==> src/rtl/uart_tx_fifo.sv <==
`default_nettype none
// ============================================================================
//  Module   : uart_tx_fifo
//  Purpose  : Byte FIFO feeding a UART transmitter. A launch FSM pops one
//             byte at a time, strobes it into the transmitter with a single
//             cycle o_Tx_DV pulse and waits for o_Tx_Done before the next.
//  Options  : UART_TX_FIFO_OVERFLOW_FLAG_EN - when defined, o_Overflow is a
//             sticky flag set by any write dropped while the FIFO is full;
//             when undefined, o_Overflow is tied low and no flag exists.
//  Revision : 1.0 - initial release
// ============================================================================
module uart_tx_fifo #(
    parameter int ADDR_W = 4,
    parameter int DATA_W = 8
) (
    input  logic              i_Clock,
    input  logic              i_Rst_n,
    input  logic              i_Wr_En,
    input  logic [DATA_W-1:0] i_Wr_Data,
    output logic              o_Full,
    output logic              o_Empty,
    output logic [ADDR_W:0]   o_Count,
    output logic              o_Tx_DV,
    output logic [DATA_W-1:0] o_Tx_Byte,
    input  logic              i_Tx_Active,
    input  logic              i_Tx_Done,
    output logic              o_Busy,
    output logic              o_Overflow
);

    // Occupancy value meaning "full": 2**ADDR_W in an ADDR_W+1 bit counter.
    localparam logic [ADDR_W:0] c_depth = {1'b1, {ADDR_W{1'b0}}};

    typedef enum logic [1:0] {
        S_IDLE      = 2'd0,
        S_LAUNCH    = 2'd1,
        S_WAIT_DONE = 2'd2,
        S_GAP       = 2'd3
    } state_e;

    logic [DATA_W-1:0] r_mem [0:(1<<ADDR_W)-1];
    logic [ADDR_W-1:0] r_wr_ptr;
    logic [ADDR_W-1:0] r_rd_ptr;
    logic [ADDR_W:0]   r_count;
    state_e            r_state;
    logic              r_tx_dv;
    logic [DATA_W-1:0] r_tx_byte;

    logic w_full;
    logic w_empty;
    logic w_wr_accept;
    logic w_pop;

    // Full is judged on the pre-edge count, so a pop in the same cycle
    // never rescues a write attempted while full.
    assign w_full      = (r_count == c_depth);
    assign w_empty     = (r_count == '0);
    assign w_wr_accept = i_Wr_En && !w_full;
    assign w_pop       = (r_state == S_IDLE) && !w_empty && !i_Tx_Active;

    // Storage array: no reset, contents survive a block reset.
    always_ff @(posedge i_Clock) begin
        if (w_wr_accept) begin
            r_mem[r_wr_ptr] <= i_Wr_Data;
        end
    end

    // Pointers and occupancy; pointers wrap naturally at 2**ADDR_W.
    always_ff @(posedge i_Clock) begin
        if (!i_Rst_n) begin
            r_wr_ptr <= '0;
            r_rd_ptr <= '0;
            r_count  <= '0;
        end else begin
            if (w_wr_accept) begin
                r_wr_ptr <= r_wr_ptr + 1'b1;
            end
            if (w_pop) begin
                r_rd_ptr <= r_rd_ptr + 1'b1;
            end
            case ({w_wr_accept, w_pop})
                2'b10:   r_count <= r_count + 1'b1;
                2'b01:   r_count <= r_count - 1'b1;
                default: r_count <= r_count;
            endcase
        end
    end

    // Launch FSM with registered strobe and byte; the byte holds until the
    // next launch so the transmitter may sample it any time after the strobe.
    always_ff @(posedge i_Clock) begin
        if (!i_Rst_n) begin
            r_state   <= S_IDLE;
            r_tx_dv   <= 1'b0;
            r_tx_byte <= '0;
        end else begin
            case (r_state)
                S_IDLE: begin
                    if (w_pop) begin
                        r_tx_byte <= r_mem[r_rd_ptr];
                        r_tx_dv   <= 1'b1;
                        r_state   <= S_LAUNCH;
                    end
                end
                S_LAUNCH: begin
                    r_tx_dv <= 1'b0;
                    r_state <= S_WAIT_DONE;
                end
                S_WAIT_DONE: begin
                    if (i_Tx_Done) begin
                        r_state <= S_GAP;
                    end
                end
                // One dead cycle lets the transmitter settle back to idle.
                S_GAP: begin
                    r_state <= S_IDLE;
                end
                default: begin
                    r_state <= S_IDLE;
                    r_tx_dv <= 1'b0;
                end
            endcase
        end
    end

`ifdef UART_TX_FIFO_OVERFLOW_FLAG_EN
    logic r_overflow;

    // Sticky record of any write lost to a full FIFO; cleared only by reset.
    always_ff @(posedge i_Clock) begin
        if (!i_Rst_n) begin
            r_overflow <= 1'b0;
        end else if (i_Wr_En && w_full) begin
            r_overflow <= 1'b1;
        end
    end

    assign o_Overflow = r_overflow;
`else
    assign o_Overflow = 1'b0;
`endif

    assign o_Full    = w_full;
    assign o_Empty   = w_empty;
    assign o_Count   = r_count;
    assign o_Tx_DV   = r_tx_dv;
    assign o_Tx_Byte = r_tx_byte;
    assign o_Busy    = (r_state != S_IDLE);

endmodule
`default_nettype wire

==> config.mk <==
export PLATFORM = sky130hd
export DESIGN_NAME = uart_tx_fifo
export DESIGN_NICKNAME = d
export VERILOG_FILES = /design/src/rtl/uart_tx_fifo.sv
export SDC_FILE = /design/constraint.sdc
export NUM_CORES = 1
export LEC_CHECK = 0
export CAP_MARGIN = 5
export CORE_ASPECT_RATIO = 0.6
export CORE_MARGIN = 5
export CORE_UTILIZATION = 32
export CTS_CLUSTER_DIAMETER = 120
export DETAILED_ROUTE_END_ITERATION = 10
export SLEW_MARGIN = 25
export SYNTH_ARGS = -nofsm -noshare
export SYNTH_HDL_FRONTEND = slang
export SYNTH_SLANG_ARGS = --single-unit
==> constraint.sdc <==
create_clock -name i_Clock -period 3.3 [get_ports i_Clock]
set_input_delay 0.66 -clock i_Clock [delete_from_list [all_inputs] [get_ports i_Clock]]
set_output_delay 0.66 -clock i_Clock [all_outputs]
set_load 0.01 [all_outputs]
Yosys cells after proc, flatten, opt, wreduce, memory -nomap -nowiden. Memory sizes are Yosys's and may differ from the RTL's. A register that Yosys moved wholly into a read port is not among the register bits. Index checks and enable logic that the tools add are counted.

Register bits after elaboration: 16. Bits in latches: 0. Bits in writable memories: 128. Bits in read-only memories: 0. Word-level logic and storage cells: 41. Memories kept: 1.

Memory list: r_mem (words 16, width 8, read ports 1, clocked after memory_dff 1, wr ports 1, line 41) `logic [DATA_W-1:0] r_mem [0:(1<<ADDR_W)-1];`.

$add $sub $neg: 4. Multiply operators: 0. Div/mod/pow operators: 0. Order comparisons: 0. Equality and inequality tests: 8. Shifts and indexed selects: 0. Mux-type cells: 8. Bitwise logic cells: 0. Reduce and logical (&&, ||, !) cells: 15.

Operators by type and width (count): $pmux W5 S2 (1); $add A4 B1 Y4 const B (2); $pmux W2 S4 (1); $eq A2 B2 Y1 const B (3); $reduce_and A2 Y1 (3); $reduce_bool A2 Y1 (3); $add A5 B1 Y5 const B (1); $eq A5 B5 Y1 const B (1); $logic_not A5 Y1 (1); $sub A5 B1 Y5 const B (1); $eq A2 B1 Y1 const B (2); $logic_not A1 Y1 (4); $mux W2 (2); $ne A2 B2 Y1 const B (2); $logic_and A1 B1 Y1 (3); $mux W1 (3); $logic_not A2 Y1 (1); $pmux W1 S2 (1).

Logic depth before layout (Yosys ltp). Gate-level depths: netlist (run 1).

Depth in word-level cells: 6. Mapped depth: 13. Gate-level depth less buffers: 12.

Worst setup path after synthesis (run 1). No wires, ideal clock.

Path kind: register to register. From: register r_state[0]. To: register r_count[4] (netlist: o_Count[4]). Setup time: 0.118 ns. Arrival time: 2.580 ns. Setup slack: 0.602 ns. Stages on the path, launching flop included: 14. Clock period less this slack: 2.698 ns. Cell sequence: dfxtp_1 -> inv_1 -> ha_1 -> inv_1 -> a211oi_2 -> buf_2 -> ha_1 -> inv_1 -> fa_1 -> nor2b_1 -> o21ai_0 -> nand3_1 -> or3b_1 -> mux2i_1.

Longest elaborated chain between the ends: 5. Elaborated cells on any way between the ends: 7. Those cells by class: eq/ne: 2; mux: 1; reduce/logical: 4.

RTL lines: from (decl) (line 45) `state_e r_state;`; from (signal assigned) (line 93) `r_state <= S_IDLE;`; from (signal assigned) (line 102) `r_state <= S_LAUNCH;`; from (signal assigned) (line 107) `r_state <= S_WAIT_DONE;`; $logic_not A2 Y1 (*) (line 59) `assign w_pop = (r_state == S_IDLE) && !w_empty && !i_Tx_Active;`; $logic_and A1 B1 Y1 (*) (2 in series) (line 59); net w_pop (line 52) `logic w_pop;`; $eq A2 B1 Y1 / $eq A2 B2 Y1 (equally long branches) (line 81) `case ({w_wr_accept, w_pop})`; $pmux W5 S2 / $reduce_bool A2 Y1 (equally long branches); to (signal assigned) (line 82) `2'b10: r_count <= r_count + 1'b1;`; to (signal assigned) (line 83) `2'b01: r_count <= r_count - 1'b1;`; to (signal assigned) (line 84) `default: r_count <= r_count;`; to (decl) (line 44) `logic [ADDR_W:0] r_count;`.

The timed path passes the listed nets; every way through them passes the cells marked *. A chain may end at the register's enable or synchronous reset.

Worst setup path after layout (run 1).
From: register r_state[0]. To: register r_count[4] (netlist: o_Count[4]).

Longest elaborated chain between the ends: 5. Elaborated cells on any way between the ends: 7. Those cells by class: eq/ne: 2; mux: 1; reduce/logical: 4.

RTL lines (line): $logic_not A2 Y1 (*) (59); $logic_and A1 B1 Y1 (*) (2 in series) (59); $eq A2 B1 Y1 / $eq A2 B2 Y1 (equally long branches) (81); $pmux W5 S2 / $reduce_bool A2 Y1 (equally long branches).

Mark *: on every way between the ends. The rest lies on a longest branch, timed or not.

==> results of run 1 <==
-- stage by stage --
stage / hold slack, ps / std cells
final: 501.0 / 704
after global routing: 534.6 / 704
after CTS: 505.7 / 704
after detailed placement: 491.3 / 672
after global placement: 481.7 / 672
after floorplan: 510.1 / 395
-- critical path, delay by kind of cell (launching register included) --
family                   cells  cell delay [ps]
adder cells (fa/ha/maj)      3              890
buffers and inverters        3              290
multiplexers                 1              120
AO/OA/AOI/OAI                2              370
flip-flops                   1              330
AND/OR/NAND/NOR              3              610
-- cells in the final DEF, fill, tap and decap left out, types with 2 or more instances in the layout --
master           netlist  layout
nand3_1                4       4
nand2b_1               4       4
xnor2_1                2       2
clkinv_4               0       3
buf_4                  2      21
nor2_1                28      28
bufinv_16              0       2
a21oi_1                7       7
clkdlybuf4s50_1        0      29
a211oi_1               4       4
a31oi_1                8       8
inv_1                 12      12
o21ai_0                8       8
dfxtp_1               24      23
xor2_1                 6       6
ha_1                  13      13
nor2b_1                4       4
clkbuf_16              0      17
inv_6                  0       4
nor3_1                10      10
o22ai_1               21      21
inv_8                  0       5
mux2i_1               44      44
nand2_1               19      19
edfxtp_1             128     128
and2_1                 2       2
a21o_1                 2       2
nand4_1                2       2
mux4_2                11      11
-- synthesized netlist by cell type --
library cell and number:
a211oi_2 1, o31ai_1 1, dfxtp_1 24, nor4_4 1
a21oi_1 7, or3_1 1, a32o_1 1, mux2i_1 44
nor2b_1 4, xnor2_1 2, nand4_1 2, or3b_1 1
buf_2 9, a21o_1 2, edfxtp_1 128, o21ai_0 8
a31oi_1 8, clkbuf_1 6, nor3_1 10, inv_1 12
buf_6 2, buf_1 1, xor2_1 6, nand2_1 19
o22ai_1 21, conb_1 1, nand3b_1 1, o21ai_1 1
nand2b_1 4, mux4_2 11, nand3_1 4, and2_1 2
o21ai_2 1, a211oi_1 4, fa_1 1, ha_1 13
buf_4 2, a21boi_2 1, nor2_1 28
-- metal layers --
layer	GRT usage (%)	routed length, um	vias to the layer above
li1	-	-	1606
met2	16.04	5306	103
met1	19.76	6929	1770
met3	3.474	772	9
met5	0	0	-
met4	3.276	74	0
-- path summary, 6_finish.rpt --
kind                              endpoint  slack, ps  cells past startpoint
worst max-delay path            o_Count[4]        590                     12
worst max register to register  o_Count[4]        590                     12
worst min register to register     o_Tx_DV        500                      1
worst min-delay path               o_Tx_DV        500                      1
-- cells by family after synthesis --
group,after synthesis,synth area share [%]
buf+inv,32,2.504
fa+ha+maj,14,2.973
xor+xnor,8,1.140
simple gates,77,5.946
flops,152,70.37
mux,55,11.20
compound gates,56,5.803
other cells,1,0.06103
-- cell type report --
cell class                 instances  area (um^2)
fill                            1733        11500
sequential                       152         4325
multi-input combinational        211         1667
timing repair buffer              51        467.9
clock buffer                      18        439.2
tap                              246        307.8
clock inverter                    14        177.7
inverter                          12        45.04
-- power by group --
part	total [mW]	internal (mW)	switching, mW
Sequential	2.34	2.21	0.124
Combinational	1.06	0.501	0.557
Clock	2.02	1.17	0.847
Total	5.41	3.89	1.53
-- flip-flops by register name, summed over array words and instances (netlist names) --
signal and flops:
o_Tx_Byte 8, o_Count 5, r_wr_ptr 4, r_state 2, r_rd_ptr 4, r_mem 128, o_Tx_DV 1
==> results, run 1 <==
- The tool flagged a number of max-cap violations equal to 0.
- The overflow left after global routing is 0.
- Measured on the finished design, the core utilization comes to 39.24%.
- The pre-CTS worst setup slack is 236.6 ps.
- Post-CTS repair changed the size of 0 cells.
- Entering global routing, the biggest net connects 35 pins.
- The antenna diode instance count is 0.
- Counting every net in the synthesized netlist gives 422.
- At the worst endpoint, the arrival time is 3010 ps.
- The number of global-route vias before repair is 3,423.
- The H-tree level count is 4.
- Clock latency on the worst-skew pair, taken at its later pin, is 420 ps.
- The Yosys step of the flow raised 0 warnings.
- The cell type contributing the most total cell area after synthesis is edfxtp_1.
- The worst setup path startpoint is r_state[0].
- The total half-perimeter wirelength after legalization and detailed placement is 9.039 mm.
- The static power due to leakage is 2.404 nW.
- The hold violation count in the final report is 0.
- The number of CTS-inserted buffers is 17.
- The class of the tightest hold or removal check is register to register.
- The startpoint of the worst register-to-register path is r_state[0].
- Traced cell by cell, the critical path runs through inv_1 > ha_1 > inv_1 > a211oi_2 > ha_1 > inv_1 > fa_1 > nor2b_1 > o21ai_0 > nand3_1 > or3b_1 > mux2i_1.
- The final-stage net count is 472.
- The critical path endpoint category is a register.
- The worst setup path category is register to register.
- VDD sags by at most 0.0003162 V.
- Data on the critical path is required at its endpoint by 3600 ps.
- Summing all placed instances gives a cell area of 0.006813 mm^2.
- The worst min-delay path startpoint is o_Tx_DV.
- The wire length of the first global-routing pass is 20.59 mm.
- The flow ran to the end, and the final reports show no timing, DRC or antenna violations.
- The worst path in the final design needs a cycle of 2710 ps, including I/O delays and setup.
- In this run the cell area of the synthesized design comes to 0.006145 mm^2.
- The clock drives 152 sinks.
- Setup repair after global routing left no endpoint under its margin.
- The final wirelength is 13.08 mm.
- The number of instances in the synthesized netlist is 395.
- The via count is 3,488.
- Setup violations remaining at the end of the flow were counted as 0.
- The overall power consumption is 5.414 mW.
- The total of hold buffers inserted after clock tree synthesis is 0.
- The overall die area is 0.02216 mm^2.
- In the final routed layout, each cell accounts on average for 18.58 um.
- The initial utilization of the core area, before any placement, comes to 32.45%.
- Of all nets on the critical path, the largest fanout is 4.
- The global-route usage over all layers is 12.33%.
- The highest clock frequency the design can meet is 369.0 MHz.
- The post-layout worst setup margin is 590.0 ps.
- The routability congestion estimate is 0.8122.
- The final instance area is 0.007430 mm^2.
- The final worst-path cycle share is 82.12%.
- The count of routing violations after the opening detailed-route iteration is 297.
- The sequential share of the synthesized area is 70.37%.
- In the final layout, the share of cells above drive strength 1 is 15.28%.
- The final routed DRC violation total is 0.
- The average instance area after synthesis is 15.56 um^2.
- The area of the placeable core is 0.01893 mm^2.
- Clock-pin slew was measured on the worst setup and hold paths at 60 ps.
- Power spread over the standard cell area amounts to 728.7 mW/mm^2.
- The number of vias per cell is 4.955.
- After routing, the total negative slack on setup checks comes to 0 ps.
- The total setup buffers inserted after CTS is 0.
- In this run, distinct cell masters in the synthesized netlist total 39.
- The final antenna-violating net count is 0.
- Measured along the x axis, the die boundary spans 188.9 um.
- The max-slew violation total from the final report is 0.
- The number of buffers between clock root and the deepest sink is 2.
- Counting stages on the worst path, the most repeated cell is inv_1.
- The first detailed-routing pass took 5 iterations.
- The slowest library cell on the worst path is fa_1.
- Pin placement for this block handled 31 I/O pins.
- The TritonCTS clock tree is yes.
- The startpoint kind of the worst setup timing path is a register.
- The die is 117.3 um tall.
- Across the routed clock network, the largest skew measured is 10.03 ps.
- The cell sitting at the root of the clock tree is a clkbuf_16.
- On the worst path, the slowest cell contributes a delay of 390 ps.
- The area added between synthesis and finish is 20.91%.
- The floorplan has 39 rows.
- The register bit total from synthesis is 152.
- The share of synthesized area in the top cell type comes to 62.55%.
- For the pin with the worst max-slew slack, the measured transition is 791.4 ps.
- In this run the tightest slew margin relative to its limit is 47.17%.
- Sorting the synthesized cells by area gives the leading types as edfxtp_1, dfxtp_1, mux2i_1.
- The count of buffers added on input and output ports is 29.
- The initial antenna violation count is 0.
No activity file was read; power rests on OpenSTA's default activity.
==> run 2, diff against run 1 <==
- clock period: 3.3 -> 2.7 ns (I/O delays scaled with it)
==> run 2 against run 1 <==
  * Setup slack lost 430 ps
  * Sequential share of layout area shrank 0.30 points
  * Clock-buffer cell count is the same
  * Sequential power grew 21%
  * Combinational power grew 30%
  * Hold slack gained 2.7 ps
  * Flip-flop and latch count is the same
  * Non-clock buffer count grew 9
  * Clock skew grew 2.9 ps
  * Design area grew 0.52%
  * Critical path type unchanged
==> results, run 2 (synthesis results as in run 1) <==
- The net switching fraction of the power came to 28.25% (+0.036 points).
- The worst clock skew is 12.91 ps (+2.881 ps).
- The post-layout worst setup margin was 155.4 ps (-434.6 ps).
- The count of non-filler cells in the finished layout is 713 (+1.3%).
- The transition at the pin with the smallest max-transition slack is 662.3 ps (-129.1 ps).
- The combinational fraction of design power is 21.2% (+1.7 points).
- The class of the tightest hold or removal check is register to register.
- The reported max-cap violation count is 0 (unchanged).
- The global-route usage over all layers was 12.35% (+0.023 points).
- The overall power consumption is 6.496 mW (+20%).
- The pre-CTS worst setup slack was -220.8 ps (-457.4 ps).
- The headroom to the max-slew limit is 55.76% (+8.6 points).
- The largest stage delay on the critical path was 410 ps (+20 ps).
- The number of setup violations in the final report was 0 (unchanged).
- The post-detailed-placement cell area is 0.006880 mm^2 (+0.99%).
- Counting flops per register, the top entry is r_mem.
- The power density over cell area is 869.8 mW/mm^2 (+19%).
- From synthesis to final layout, the design area changed by 21.54%.
- The number of buffers between clock root and the deepest sink was 2 (unchanged).
- The antenna diode instance count came to 0 (unchanged).
- The overflow left after global routing is 0 (unchanged).
- The initial antenna violation count is 0 (unchanged).
- The flip-flop count of the largest register, all copies and words added is 128 (unchanged).
- The highest clock frequency the design can meet came to 393.0 MHz (+6.5%).
- The clock-pin slew on the worst setup and hold paths is 60 ps (about the same).
- STA classifies the critical path startpoint as a register.
- The worst min-delay path startpoint is o_Tx_DV.
- The number of placed I/O pins is 31 (unchanged).
- The first-pass iteration count of the detailed router came to 5 (unchanged).
- The relative contribution of the clock network to total power is 35.2% (-2.1 points).
- The worst setup path category is register to register.
- The number of clock sinks seen by CTS is 152 (unchanged).
- The setup TNS came to 0 ps (unchanged).
- Leaving out fill and tap cells, the most frequent cells in the layout are edfxtp_1, mux2i_1, buf_4.
- The critical path data arrival time is 2860 ps (-150 ps).
- The floorplan die height is 117.3 um (unchanged).
- The final wirelength is 13.32 mm (+1.8%).
- The total buffers and inverters traversed by the critical path came to 2 (-1).
- The largest net degree at the start of global routing is 22 (-37%).
- The post-route minimum period came to 2545 ps (-165.4 ps).
- By instance count, the cell type seen most on the critical path is inv_1.
- The per-cell routed wire length was 18.68 um (+0.53%).
- The cell at the root of the clock tree is clkbuf_16.
- The slowest library cell on the worst path is nor4_4.
- The total half-perimeter wirelength after legalization and detailed placement came to 9.243 mm (+2.3%).
- The hold violation count in the final report is 0 (unchanged).
- The final worst-path cycle share is 94.25% (+12 points).
- The worst-case register-to-register setup slack is 160 ps (-430 ps).
- The startpoint of the worst register-to-register path is o_Count[1].
- Walking the worst path, the cells encountered are nor4_4 > a21boi_2 > inv_1 > ha_2 > inv_1 > fa_1 > nor2b_2 > o21ai_1 > nand3_1 > or3b_1 > mux2i_1.
- The final antenna-violating net count is 0 (unchanged).
- The number of CTS-inserted buffers is 17 (unchanged).
- The horizontal extent of the die is 188.9 um (unchanged).
- The internal power of the cells was 4.661 mW (+20%).
- In this run the worst setup path begins at o_Count[1].
- STA classifies the critical path endpoint as a register.
- Among cell families on the critical path, the largest total delay comes from simple AND/OR/NAND/NOR gates.
- The total of hold buffers inserted after clock tree synthesis was 0 (unchanged).
- The overall die area is 0.02216 mm^2 (unchanged).
- The row count is 39 (unchanged).
- The placed cell count is 681 (+1.3%).
- The final routed DRC violation total is 0 (unchanged).
- The final-stage net count is 481 (+1.9%).
- The wire length of the first global-routing pass is 20.84 mm (+1.2%).
- The TritonCTS clock tree is yes.
- The data required time of the critical path is 3010 ps (-590 ps).
- The net switching power figure is 1.835 mW (+20%).
- The count of input and output buffers is 29 (unchanged).
- Setup repair after global routing left no endpoint under its margin.
- The maximum ir drop on the vdd rail is 0.0003629 V (+15%).
- The most common library cell in the layout ignoring fill and taps is edfxtp_1.
- The number of vias per cell came to 4.896 (-1.2%).
- The relative contribution of sequential cells to total power came to 43.6% (+0.5 points).
- The initial cell density of the core was 32.45% (unchanged).
- The area of the placeable core came to 0.01893 mm^2 (unchanged).
- The share of the core filled with cells is 39.45% (+0.20 points).
- The via count is 3,491 (+0.086%).
- The H-tree level count came to 4 (unchanged).
- The count of routing violations after the opening detailed-route iteration is 280 (-5.7%).
- The clock insertion delay at the later pin of the skew report is 420 ps (about the same).
- The maximum fanout along the worst path was 5 (+1).
- The run finished with clean final reports.
- The worst hold slack is 503.7 ps (+2.721 ps).
- The layout cell share with drive strength beyond 1 is 17.77% (+2.5 points).
- The final instance area is 0.007468 mm^2 (+0.52%).
- The number of global-route vias before repair is 3,499 (+2.2%).
- The max-slew violation total from the final report is 0 (unchanged).
- The routability congestion estimate was 0.7995 (-1.6%).
- The static power due to leakage is 2.415 nW (+0.47%).
run 2: worst paths after layout:
kind         depth (start not counted)          to
max                                 11  o_Count[4]
min                                  1     o_Tx_DV
max reg2reg                         11  o_Count[4]
min reg2reg                          1     o_Tx_DV
run 2: final cells by class:
class | count | area (um^2)
Sequential cell | 152 | 4325
Inverter | 12 | 45.04
Fill cell | 1689 | 11460
Timing Repair Buffer | 60 | 535.5
Multi-Input combinational cell | 211 | 1684
Tap cell | 246 | 307.8
Clock inverter | 14 | 141.4
Clock buffer | 18 | 429.2
run 2: timing repair:
item,4_1_cts,5_1_grt
setup buffers,0,0
hold endpoints to repair,0,0
setup endpoints to repair,1,1
gates resized for setup,2,5
pin swaps,0,2
run 2: per-layer routing:
layer | global-route usage, % | wire (um) | share of wire [%] | vias to the layer above
met4 | 2.730 | 82 | 0.62 | 0
li1 | - | - | - | 1633
met3 | 3.058 | 509 | 3.8 | 10
met2 | 17.52 | 5631 | 42 | 77
met1 | 19.06 | 7095 | 53 | 1771
met5 | 0 | 0 | 0 | -
run 2: power by group through the flow:
stage	sequential (mW)	combinational [mW]	clock, mW
after global placement	2.87	1.34	0
after detailed placement	2.88	1.37	0
final	2.83	1.38	2.29
after floorplan	2.88	0.794	0
after CTS	2.83	1.38	2.32
after global routing	2.85	1.51	2.44
==> run 3, diff against run 2 <==
- ABC_AREA: unset -> 0
- REMOVE_ABC_BUFFERS: unset -> 1
==> run 3 against run 2 <==
  * Clock power down 3%
  * Die area unchanged
  * Highest routed layer unchanged
  * Combinational power about the same
  * Largest power group unchanged
  * Critical endpoint is now o_Empty
  * Power down 0.63%
  * Design area down 0.34%
  * Non-clock buffer count unchanged
==> results, run 3 (synthesis results as in run 1) <==
- The flow ran to the end, and the final reports show no timing, DRC or antenna violations.
- The horizontal extent of the die is 188.9 um (unchanged).
- The total of hold buffers inserted after clock tree synthesis came to 0 (unchanged).
- Setup repair after global routing left no endpoint under its margin.
- The worst hold path belongs to the class register to register.
- The count of input and output buffers is 29 (unchanged).
- The floorplan die height is 117.3 um (unchanged).
- The reported max-cap violation count came to 0 (unchanged).
- The wire length of the first global-routing pass is 21.18 mm (+1.6%).
- The TritonCTS clock tree is yes.
- The share of the core filled with cells is 39.31% (-0.13 points).
- The first-pass iteration count of the detailed router is 4 (-1).
- The power density over cell area came to 867.2 mW/mm^2 (-0.30%).
- The transition at the pin with the smallest max-transition slack is 625.6 ps (-36.66 ps).
- The final antenna-violating net count is 0 (unchanged).
- The most common library cell in the layout ignoring fill and taps is edfxtp_1.
- The largest net degree at the start of global routing was 39 (+77%).
- The number of vias per cell came to 4.829 (-1.4%).
- The area of the placeable core is 0.01893 mm^2 (unchanged).
- The final instance area is 0.007443 mm^2 (-0.34%).
- The hold violation count in the final report came to 0 (unchanged).
- The area added between synthesis and finish is 21.14%.
- The net switching fraction of the power is 27.63% (-0.62 points).
- The layout cell share with drive strength beyond 1 came to 18.20% (+0.43 points).
- The H-tree level count is 4 (unchanged).
- Counting flops per register, the top entry is r_mem.
- The pre-CTS worst setup slack was -155.5 ps (+65.29 ps).
- The relative contribution of sequential cells to total power was 44.1% (+0.5 points).
- The critical path is of the register to output port type.
- The internal power of the cells is 4.671 mW (+0.22%).
- The data required time of the critical path is 2160 ps (-850 ps).
- The overall die area is 0.02216 mm^2 (unchanged).
- The highest clock frequency the design can meet was 397.3 MHz (+1.1%).
- The number of CTS-inserted buffers is 17 (unchanged).
- The count of non-filler cells in the finished layout is 713 (unchanged).
- The maximum ir drop on the vdd rail came to 0.0004302 V (+19%).
- The static power due to leakage is 2.425 nW (+0.40%).
- The number of clock sinks seen by CTS is 152 (unchanged).
- The final routed DRC violation total is 0 (unchanged).
- The placed cell count came to 679 (-0.29%).
- The net switching power figure is 1.784 mW (-2.8%).
- The critical path data arrival time is 1980 ps (-880 ps).
- The global-route usage over all layers is 12.76% (+0.41 points).
- The number of setup violations in the final report is 0 (unchanged).
- The post-detailed-placement cell area is 0.006865 mm^2 (-0.22%).
- The count of routing violations after the opening detailed-route iteration came to 303 (+8.2%).
- The per-cell routed wire length came to 18.85 um (+0.89%).
- The initial antenna violation count is 0 (unchanged).
- The initial cell density of the core is 32.45% (unchanged).
- The via count came to 3,443 (-1.4%).
- The number of global-route vias before repair is 3,568 (+2.0%).
- STA classifies the critical path endpoint as an output port.
- The worst clock skew is 10.86 ps (-2.052 ps).
- The final worst-path cycle share is 93.21% (-1.0 points).
- The clock insertion delay at the later pin of the skew report is 410 ps (about the same).
- The overflow left after global routing is 0 (unchanged).
- The row count is 39 (unchanged).
- The maximum fanout along the worst path is 5 (unchanged).
- The headroom to the max-slew limit is 58.21% (+2.4 points).
- The routability congestion estimate is 0.8378 (+4.8%).
- The max-slew violation total from the final report is 0 (unchanged).
- The clock-pin slew on the worst setup and hold paths is 60 ps (about the same).
- The total half-perimeter wirelength after legalization and detailed placement is 9.370 mm (+1.4%).
- The antenna diode instance count is 0 (unchanged).
- The final wirelength is 13.44 mm (+0.89%).
- The relative contribution of the clock network to total power is 34.2% (-1.0 points).
- Clock tree synthesis selected as its root buffer the cell clkbuf_16.
- The combinational fraction of design power is 21.6% (+0.4 points).
- The startpoint kind of the worst setup timing path is a register.
- The final-stage net count is 481 (unchanged).
- The post-layout worst setup margin is 183.3 ps (+27.89 ps).
- The number of placed I/O pins is 31 (unchanged).
- The number of buffers between clock root and the deepest sink came to 2 (unchanged).
- In the layout the commonest cells are edfxtp_1, mux2i_1, buf_4.
- The flip-flop count of the largest register, all copies and words added was 128 (unchanged).
- The post-route minimum period came to 2517 ps (-27.89 ps).
[run 3: cell types whose count changed in the layout (fill, tap and decap cells not counted), moves of 2 or more]
cell,before,now
clkinv_2,1,4
clkinvlp_4,3,0
dfxtp_1,23,20
dfxtp_2,1,4
inv_4,0,3
clkbuf_8,0,2
clkinv_4,3,1
inv_6,4,2
inv_8,2,0
[run 3: per-layer routing]
layer	up-vias	track usage [%]	wire length (um)
met2	74	17.36	5705
met1	1739	19.85	6757
met3	4	3.504	904
met5	-	0	0
met4	0	3.412	70
li1	1626	-	-
[run 3: power by group through the flow]
stage                     Clock, mW  Sequential, mW  Combinational (mW)
final                          2.21            2.85                1.40
after global routing           2.36            2.87                1.54
after CTS                      2.25            2.85                1.38
after detailed placement          0            2.89                1.37
after global placement            0            2.89                1.34
after floorplan                   0            2.93               0.688
[run 3: layout make-up]
class	count	area, um^2
repair buffers	60	535.5
flip-flops and latches	152	4329
fillers	1762	11490
well taps	246	307.8
multi-input cells	211	1672
inverters	12	45.04
clock buffers	22	489.2
clock inverters	10	65.06
[run 3: path summary, 6_finish.rpt]
path	end	slack (ps)	cells past startpoint	startpoint
min	o_Tx_DV	500	1	o_Tx_DV
max	o_Empty	180	4	o_Count[1]
min reg2reg	o_Tx_DV	500	1	o_Tx_DV
max reg2reg	o_Count[4]	180	12	r_state[1]
[run 3: critical path, cell delays in order (launching register included)]
cell and delay, ps:
dfxtp_2 360, nor4_4 330, buf_4 180, and2_1 150, clkdlybuf4s50_1 550
[run 3: what timing repair did]
item	4_1_cts	5_1_grt
setup buffers	0	2
gates resized for setup	0	8
endpoints found under the setup margin	0	1
[run 3: through the flow]
step / hold slack [ps] / setup TNS, ps / total power [mW]
final: 504.0 / 0 / 6.455
after global routing: 529.5 / 0 / 6.781
after CTS: 511.8 / 0 / 6.476
after detailed placement: 495.3 / -155.5 / 4.261
after global placement: 496.5 / -87.71 / 4.227
after floorplan: 510.1 / -724.7 / 3.615
